$ cat config.mk
export PLATFORM = sky130hd
export DESIGN_NAME = title_rect_ctrl
export DESIGN_NICKNAME = d
export VERILOG_FILES = /design/src/rtl/title_rect_ctrl.sv
export SDC_FILE = /design/constraint.sdc
export NUM_CORES = 1
export LEC_CHECK = 0
export BUFFER_PORTS_ARGS = -buffer_cell sky130_fd_sc_hd__buf_4
export CAP_MARGIN = 20
export CORE_UTILIZATION = 45
export DETAILED_ROUTE_END_ITERATION = 16
export HOLD_SLACK_MARGIN = 0.08
export PLACE_DENSITY = 0.66
export SYNTH_ARGS = -nofsm -noshare
export SYNTH_HDL_FRONTEND = slang
export SYNTH_SLANG_ARGS = --single-unit
$ cat constraint.sdc
create_clock -name clk -period 3.9 [get_ports clk]
set_input_delay 0.78 -clock clk [delete_from_list [all_inputs] [get_ports clk]]
set_output_delay 0.78 -clock clk [all_outputs]
set_load 0.05 [all_outputs]
$ cat src/rtl/title_rect_ctrl.sv
// Title sprite controller: slides a fixed-column sprite down from above the
// screen, holds it, blinks it, then parks it at its resting row.
module title_rect_ctrl #(
    parameter int OBJECT_WIDTH_X  = 57,
    parameter int OBJECT_HEIGHT_Y = 30,
    parameter int TOP_X           = 291,
    parameter int FINAL_Y         = 100,
    parameter int SPEED_Y         = 4,
    parameter int HOLD_FRAMES     = 60,
    parameter int BLINK_FRAMES    = 64,
    parameter int BLINK_PERIOD    = 8
) (
    input  logic        clk,
    input  logic        resetN,
    input  logic        startOfFrame,
    input  logic [10:0] pixelX,
    input  logic [10:0] pixelY,
    input  logic        start,
    input  logic        skip,
    output logic [10:0] offsetX,
    output logic [10:0] offsetY,
    output logic        InsideRectangle,
    output logic        titleDone
);

    typedef enum logic [2:0] {
        IDLE,
        SLIDE,
        HOLD,
        BLINK,
        DONE
    } state_t;

    localparam int CNT_MAX = (HOLD_FRAMES > BLINK_FRAMES) ? HOLD_FRAMES : BLINK_FRAMES;
    localparam int CW      = $clog2(CNT_MAX + 1);
    localparam int BB      = $clog2(BLINK_PERIOD);

    localparam logic signed [11:0] START_Y  = 12'(-OBJECT_HEIGHT_Y);
    localparam logic signed [11:0] FINAL_S  = 12'(FINAL_Y);
    localparam logic signed [11:0] SPEED_S  = 12'(SPEED_Y);
    localparam logic signed [11:0] HEIGHT_S = 12'(OBJECT_HEIGHT_Y);
    localparam logic [10:0]        X_LO     = 11'(TOP_X);
    localparam logic [10:0]        X_HI     = 11'(TOP_X + OBJECT_WIDTH_X);
    localparam logic [CW-1:0]      HOLD_LAST  = CW'(HOLD_FRAMES - 1);
    localparam logic [CW-1:0]      BLINK_LAST = CW'(BLINK_FRAMES - 1);

    state_t                state_q, state_d;
    logic signed [11:0]    top_y_q, top_y_d;
    logic [CW-1:0]         cnt_q, cnt_d;
    logic [10:0]           off_x_q, off_x_d;
    logic [10:0]           off_y_q, off_y_d;
    logic                  inside_q, inside_d;

    logic signed [11:0]    step_y;
    logic signed [11:0]    py_s;
    logic signed [11:0]    rel_y;
    logic                  visible;
    logic                  in_x;
    logic                  in_y;

    assign step_y = top_y_q + SPEED_S;

    always_comb begin
        state_d = state_q;
        top_y_d = top_y_q;
        cnt_d   = cnt_q;
        if (skip) begin
            state_d = DONE;
            top_y_d = FINAL_S;
            cnt_d   = '0;
        end else begin
            unique case (state_q)
                IDLE, DONE: begin
                    // A frame pulse alongside start only loads; motion begins next frame.
                    if (start) begin
                        state_d = SLIDE;
                        top_y_d = START_Y;
                        cnt_d   = '0;
                    end
                end
                SLIDE: begin
                    if (startOfFrame) begin
                        if (step_y >= FINAL_S) begin
                            state_d = HOLD;
                            top_y_d = FINAL_S;
                            cnt_d   = '0;
                        end else begin
                            top_y_d = step_y;
                        end
                    end
                end
                HOLD: begin
                    if (startOfFrame) begin
                        if (cnt_q == HOLD_LAST) begin
                            state_d = BLINK;
                            cnt_d   = '0;
                        end else begin
                            cnt_d = cnt_q + CW'(1);
                        end
                    end
                end
                BLINK: begin
                    if (startOfFrame) begin
                        if (cnt_q == BLINK_LAST) begin
                            state_d = DONE;
                            cnt_d   = '0;
                        end else begin
                            cnt_d = cnt_q + CW'(1);
                        end
                    end
                end
                default: begin
                    state_d = IDLE;
                end
            endcase
        end
    end

    always_comb begin
        visible = 1'b1;
        if (state_q == IDLE) begin
            visible = 1'b0;
        end else if (state_q == BLINK) begin
            visible = ~cnt_q[BB];
        end
    end

    // Signed row compare lets rows above the screen clip cleanly.
    assign py_s  = {1'b0, pixelY};
    assign rel_y = py_s - top_y_q;
    assign in_x  = (pixelX >= X_LO) && (pixelX < X_HI);
    assign in_y  = (py_s >= top_y_q) && (py_s < (top_y_q + HEIGHT_S));

    always_comb begin
        inside_d = visible && in_x && in_y;
        off_x_d  = '0;
        off_y_d  = '0;
        if (inside_d) begin
            off_x_d = pixelX - X_LO;
            off_y_d = rel_y[10:0];
        end
    end

    always_ff @(posedge clk or posedge resetN) begin
        if (resetN) begin
            state_q  <= IDLE;
            top_y_q  <= START_Y;
            cnt_q    <= '0;
            off_x_q  <= '0;
            off_y_q  <= '0;
            inside_q <= 1'b0;
        end else begin
            state_q  <= state_d;
            top_y_q  <= top_y_d;
            cnt_q    <= cnt_d;
            off_x_q  <= off_x_d;
            off_y_q  <= off_y_d;
            inside_q <= inside_d;
        end
    end

    assign offsetX         = off_x_q;
    assign offsetY         = off_y_q;
    assign InsideRectangle = inside_q;
    assign titleDone       = (state_q == DONE);

endmodule

==> impl_metrics.ini, run 1 <==
[status]
status = finished, final reports clean

[final_layout]
fillers = 657
utilization_pct = 54.8
nets = 466
layout-drive-gt1-share_pct = 19.9
diodes = 0
area_growth_pct = 16.2
stdcell_area_sq_mm = 0.00376

[synth]
yosysSeqAreaShare_pct = 34.3
synth-simple-area-share_pct = 22.2
synth.ff_latch_count = 44
syn_area_sq_mm = 0.00324
syn_area_per_cell_sq_um = 8.84
synth_top_family_by_area = simple AND/OR/NAND/NOR gates
async_flop_share_pct = 100
yosys.area.top_type = dfrtp_1
synth.most_common_cell = nor2_1
yosys.area_share.xor_xnor_pct = 6.23
synth-edff-count = 0
yosys_warnings = 0
synth_cells = 366
synth-compound-area-share_pct = 20.0
synthDistinctLibCells = 63
synthAdderAreaFrac_pct = 10.9
synth_common_cells = nor2_1 (46), dfrtp_1 (36), ha_1 (25)
synth_area_leaders = dfrtp_1 (28%), ha_1 (9.7%), dfstp_2 (6.5%)
ys.flop_type = dfrtp_1
synth.area.mux_share_pct = 1.70
synth_top_area_share_pct = 27.8

[placed_design]
gp_congestion = 0.910
io_buffer_count = 50
dpl-instance-area_sq_mm = 0.00367
hpwl_microns = 5590

[pwr]
p_total_mw = 1.65
p_leak_nw = 1.75
p_per_area_mw_per_mm2 = 438
vdd_drop_max_mv = 0.273

[floorplan]
die_height_microns = 86.8
core_area_sq_mm = 0.00687
num_rows = 30
pin_count = 51
die_area_sq_mm = 0.00753
initial_core_util_pct = 47.1
die_w_microns = 86.8

[setup_path]
crit_type = reg -> reg
crit_buf_inv = 2
cp_data_arrival_time_ps = 3410
worstSetupEndpointType = flop
crit-reg2reg-launch = top_y_q[1]$_DFFE_PP1P_
cp_slowest_cell = dfstp_2
r2r_cells = 11
crit_chain = inv_1 > ha_1 > and3_1 > nor2_1 > xnor2_1 > ha_1 > a211o_1 > o311ai_0 > nand4_1 > buf_4 > a2111oi_0
cp_common_cell = ha_1
worstSetupStartpoint = top_y_q[1]$_DFFE_PP1P_
start_kind = flop
slowest_delay_ps = 610
worstSetupPathDepth = 11
rrSetupSlack_ps = 660
crit_family = compound AO/OA/AOI/OAI gates
path_max_fanout = 23
timing.rr.end = offsetY[9]$_DFF_PP0_
crit_required_ps = 4070

[run]
maxCapViolations = 0

[timing]
finalSetupViolations = 0
tightest_slew_ps = 872
fin_crit_sh_pct = 83.0
drv_slew = 0
max-slew-margin-rel_pct = 41.8
skew_ps = 7.75
clock.fmax_mhz = 309
fin_tns_setup_ps = 0
layout_min_cycle_time_ps = 3240
grt_setup_unrepaired = false
whs_ps = 521
hold_viol_final = 0

[drt]
avgRoutedWirePerCell_microns = 14.1
initialDrtViolationCount = 69
routed_wl_microns = 7160
route.detailed.drc = 0
viasPerCell = 5.41
final_antenna_net_count = 0
drtPass1Iterations = 4
vias = 2753

[clock_tree]
htree_levels = 2
clock_sinks = 44
cts_tree = built
hold_buffers = 0
cts_root_buf = clkbuf_8
clk_latency_ps = 300
clockBufferDepth = 2
path_clk_slew_ps = 90
cts_setup_buffers = 0
ctsResizeCount = 0
cts-buffers-inserted = 5

[min_path]
hold_start = cnt_q[6]$_DFFE_PP0P_
whs_path_depth = 1
hold_path_end = cnt_q[6]$_DFFE_PP0P_
hold_class = reg -> reg

[grt]
track_usage_pct = 20.3
grt_antenna_before_repair = 0
grt_max_degree = 24
grt_overflow = 0
grt_pass1_wl_microns = 12000
grt_pass1_vias = 2608
==> layout by cell type (no fill, tap or decap), types with 3 or more instances in the layout <==
master / netlist / final
dfrtp_1: 36 / 36
mux2i_1: 4 / 4
a21oi_1: 23 / 23
xor2_1: 4 / 4
clkbuf_8: 0 / 5
dfstp_2: 8 / 8
buf_4: 1 / 52
nand3_1: 9 / 9
ha_1: 25 / 25
nor2b_1: 3 / 3
nand4_1: 8 / 8
nor4_1: 4 / 4
and3_1: 6 / 6
nand4b_1: 3 / 3
inv_1: 19 / 19
o2bb2ai_1: 3 / 3
xnor2_1: 19 / 19
a31oi_1: 3 / 3
o21ai_0: 18 / 18
nor2_1: 46 / 46
o21a_1: 8 / 8
a211o_1: 5 / 5
nand2_1: 24 / 24
a21o_1: 5 / 5
nor3_1: 19 / 19
==> state kept, by name, indices dropped and copies added (netlist names) <==
signal and cells:
offsetY 11, cnt_q 7, top_y_q 11, InsideRectangle 1, state_q 3, offsetX 11
==> metrics by stage <==
stage,setup WS (ps),std cells
after floorplan,1070,367
after global placement,843,501
after detailed placement,684,501
after CTS,641,509
after global routing,296,509
final,663,509
==> final cells by class <==
| cell class | instances | area (sq um) | share of cell area [%] |
|---|---|---|---|
| Sequential cell | 44 | 1110 | 29.5 |
| Timing Repair Buffer | 52 | 390 | 10.4 |
| Multi-Input combinational cell | 290 | 1980 | 52.7 |
| Clock inverter | 3 | 18.8 | 0.499 |
| Clock buffer | 5 | 68.8 | 1.83 |
| Inverter | 19 | 71.3 | 1.90 |
| Tap cell | 96 | 120 | 3.19 |
==> layer usage <==
metal / up-vias / wire (microns) / global-route usage [%]
li1: 1419 / - / -
met2: 46 / 3400 / 34.3
met3: 10 / 201 / 3.24
met4: 0 / 95 / 5.45
met1: 1278 / 3460 / 26.8
met5: - / 0 / 0
==> power by group <==
| part | total (mW) | leakage (nW) | internal (mW) | switching, mW |
|---|---|---|---|---|
| logic | 0.757 | 1.12 | 0.330 | 0.427 |
| registers | 0.602 | 0.579 | 0.509 | 0.0933 |
| clock network | 0.289 | 0.0479 | 0.125 | 0.164 |
==> cell families after synthesis <==
kind of cell | count (synthesis)
buffers and inverters | 33
and+or+nand+nor | 141
other | 1
muxes | 5
DFF | 44
adders and majority gates | 27
AOI/OAI and AO/OA | 92
xor gates and xnor gates | 23
==> worst max path at each step <==
stage                                 endpoint  slack, ps
after floorplan           offsetY[8]$_DFF_PP0_       1070
after global placement    offsetY[9]$_DFF_PP0_        840
after detailed placement  offsetY[9]$_DFF_PP0_        680
after CTS                 offsetY[9]$_DFF_PP0_        640
after global routing      offsetY[9]$_DFF_PP0_        300
final                     offsetY[9]$_DFF_PP0_        660
(Power assumes the default switching activity.)
==> inputs of run 2 (changes only) <==
ABC_AREA = 1   (was unset)
PLACE_DENSITY = 0.68   (was 0.66)
clock period = 2.9 ns   (was 3.9 ns; I/O delays follow)
==> impl_metrics.ini, run 2 <==
[status]
status = finished, final reports clean

[timing]
fin_tns_setup_ps = 0
tightest_slew_ps = 557
grt_setup_unrepaired = false
clock.fmax_mhz = 380
finalSetupViolations = 0
layout_min_cycle_time_ps = 2630
fin_crit_sh_pct = 90.7
max-slew-margin-rel_pct = 62.8
hold_viol_final = 0
setup_slack_ps = 269
drv_slew = 0
skew_ps = 12.4

[synth]
synthDistinctLibCells = 43
synth-edff-count = 0
synth_top_area_share_pct = 27.3
async_flop_share_pct = 100
synth_cells = 434
synth.most_common_cell = nand2_1
synth_area_leaders = dfrtp_1 (27%), nand2_1 (12%), ha_1 (9.5%)
yosys_warnings = 0
syn_area_per_cell_sq_um = 7.59
synth.ff_latch_count = 44
yosys.area.top_type = dfrtp_1
ys.flop_type = dfrtp_1
synth_common_cells = nand2_1 (102), nor2_1 (52), inv_1 (49)
yosysSeqAreaShare_pct = 33.7
syn_area_sq_mm = 0.00330

[grt]
grt_max_degree = 45
track_usage_pct = 20.5
grt_overflow = 0
grt_pass1_vias = 2770
grt_antenna_before_repair = 0
grt_pass1_wl_microns = 12400

[floorplan]
die_w_microns = 87.6
initial_core_util_pct = 47.5
die_area_sq_mm = 0.00767
core_area_sq_mm = 0.00694
die_height_microns = 87.6
pin_count = 51
num_rows = 30

[setup_path]
start_kind = flop
cp_data_arrival_time_ps = 2840
crit_type = reg -> reg
timing.rr.end = offsetY[3]$_DFF_PP0_
critical_path.endpoint = offsetY[3]$_DFF_PP0_
r2r_cells = 17
crit-reg2reg-launch = top_y_q[1]$_DFFE_PP1P_
worstSetupStartpoint = top_y_q[1]$_DFFE_PP1P_
crit_required_ps = 3110
path_max_fanout = 23
rrSetupSlack_ps = 270
worstSetupEndpointType = flop

[final_layout]
mostFrequentLayoutCells = nand2_1 (102), nor2_1 (52), buf_4 (52)
nets = 542
layout_commonest_cell = nand2_1
utilization_pct = 56.2
layout-drive-gt1-share_pct = 20.7
diodes = 0
area_growth_pct = 18.4
stdcell_area_sq_mm = 0.00390

[drt]
initialDrtViolationCount = 48
route.detailed.drc = 0
avgRoutedWirePerCell_microns = 12.3
drtPass1Iterations = 4
final_antenna_net_count = 0
vias = 2887
viasPerCell = 4.94
routed_wl_microns = 7200

[clock_tree]
cts_setup_buffers = 0
clock_sinks = 44
clockBufferDepth = 2
clk_latency_ps = 300
hold_buffers = 0
cts_root_buf = clkbuf_8
cts-buffers-inserted = 5
ctsResizeCount = 0
cts_tree = built
htree_levels = 2
path_clk_slew_ps = 90

[placed_design]
gp_congestion = 0.867
dp_slack_ps = 223
hpwl_microns = 5650
io_buffer_count = 50
dpl-instance-area_sq_mm = 0.00377

[pwr]
p_per_area_mw_per_mm2 = 808
vdd_drop_max_mv = 0.514
p_leak_nw = 2.05
p_total_mw = 3.15

[run]
maxCapViolations = 0

[min_path]
hold_class = in -> async
run 2: cell types whose count changed in the layout (fill, tap and decap cells not counted), moves of 7 or more:
cell and change:
nor3_2 +8, nand2_1 +78, nor3_1 -13, nand4_1 +7
inv_1 +29, xor2_1 +13, xnor2_1 -12, nand3_1 +18
run 2: critical path, stage by stage (launching register included):
cell and delay (ps):
dfstp_2 580, inv_1 100, ha_1 210, nand2_1 100, nor2_2 50, nor2_1 160
xor2_1 170, ha_1 270, nand2_1 80, nor2_1 50, nor2_1 80, nand2_1 60
o21bai_1 120, nand2_1 60, nand2_1 70, nand3_2 70, buf_6 180, nor3_1 140
run 2: metrics by stage:
step                cells  hold slack, ps
floorplan             435             442
global placement      577             458
detailed placement    577             466
CTS                   585             427
global route          585             432
finish                585             411
run 2: how the worst min path moves through the flow:
| stage | to | slack (ps) | start | cells past startpoint |
|---|---|---|---|---|
| after floorplan | cnt_q[5]$_DFFE_PP0P_ | 440 | cnt_q[5]$_DFFE_PP0P_ | 2 |
| after global placement | cnt_q[5]$_DFFE_PP0P_ | 460 | cnt_q[5]$_DFFE_PP0P_ | 2 |
| after detailed placement | cnt_q[5]$_DFFE_PP0P_ | 470 | cnt_q[5]$_DFFE_PP0P_ | 2 |
| after CTS | offsetX[9]$_DFF_PP0_ | 430 | resetN | 3 |
| after global routing | offsetX[0]$_DFF_PP0_ | 430 | pixelX[0] | 2 |
| final | cnt_q[3]$_DFFE_PP0P_ | 410 | resetN | 3 |
run 2: cell type report:
| cell class | instances | area [sq um] |
|---|---|---|
| multi-input combinational | 330 | 1950 |
| timing repair buffer | 53 | 402 |
| clock inverter | 3 | 46.3 |
| tap | 96 | 120 |
| sequential | 44 | 1110 |
| fill | 665 | 3040 |
| clock buffer | 5 | 68.8 |
| inverter | 54 | 205 |
run 2: cell families after synthesis:
family	Yosys count	share of synthesized area, %
XOR/XNOR	24	6.38
AO/OA/AOI/OAI	46	8.24
adder cells (fa/ha/maj)	27	10.7
AND/OR/NAND/NOR	231	33.3
flip-flops	44	33.7
other	1	0.114
buffers and inverters	61	7.59
run 2: where the power goes:
part	internal, mW	leakage (nW)	total [mW]	switching (mW)
Sequential	0.747	0.581	0.881	0.134
Clock	0.260	0.0548	0.493	0.233
Combinational	0.662	1.42	1.78	1.12
run 2: metal layers:
metal | share of wire [%] | GRT usage [%] | wire [microns]
met5 | 0 | 0 | 0
met4 | 0.56 | 4.32 | 40
met3 | 3.3 | 3.11 | 239
met2 | 47 | 36.2 | 3370
met1 | 49 | 26.6 | 3550
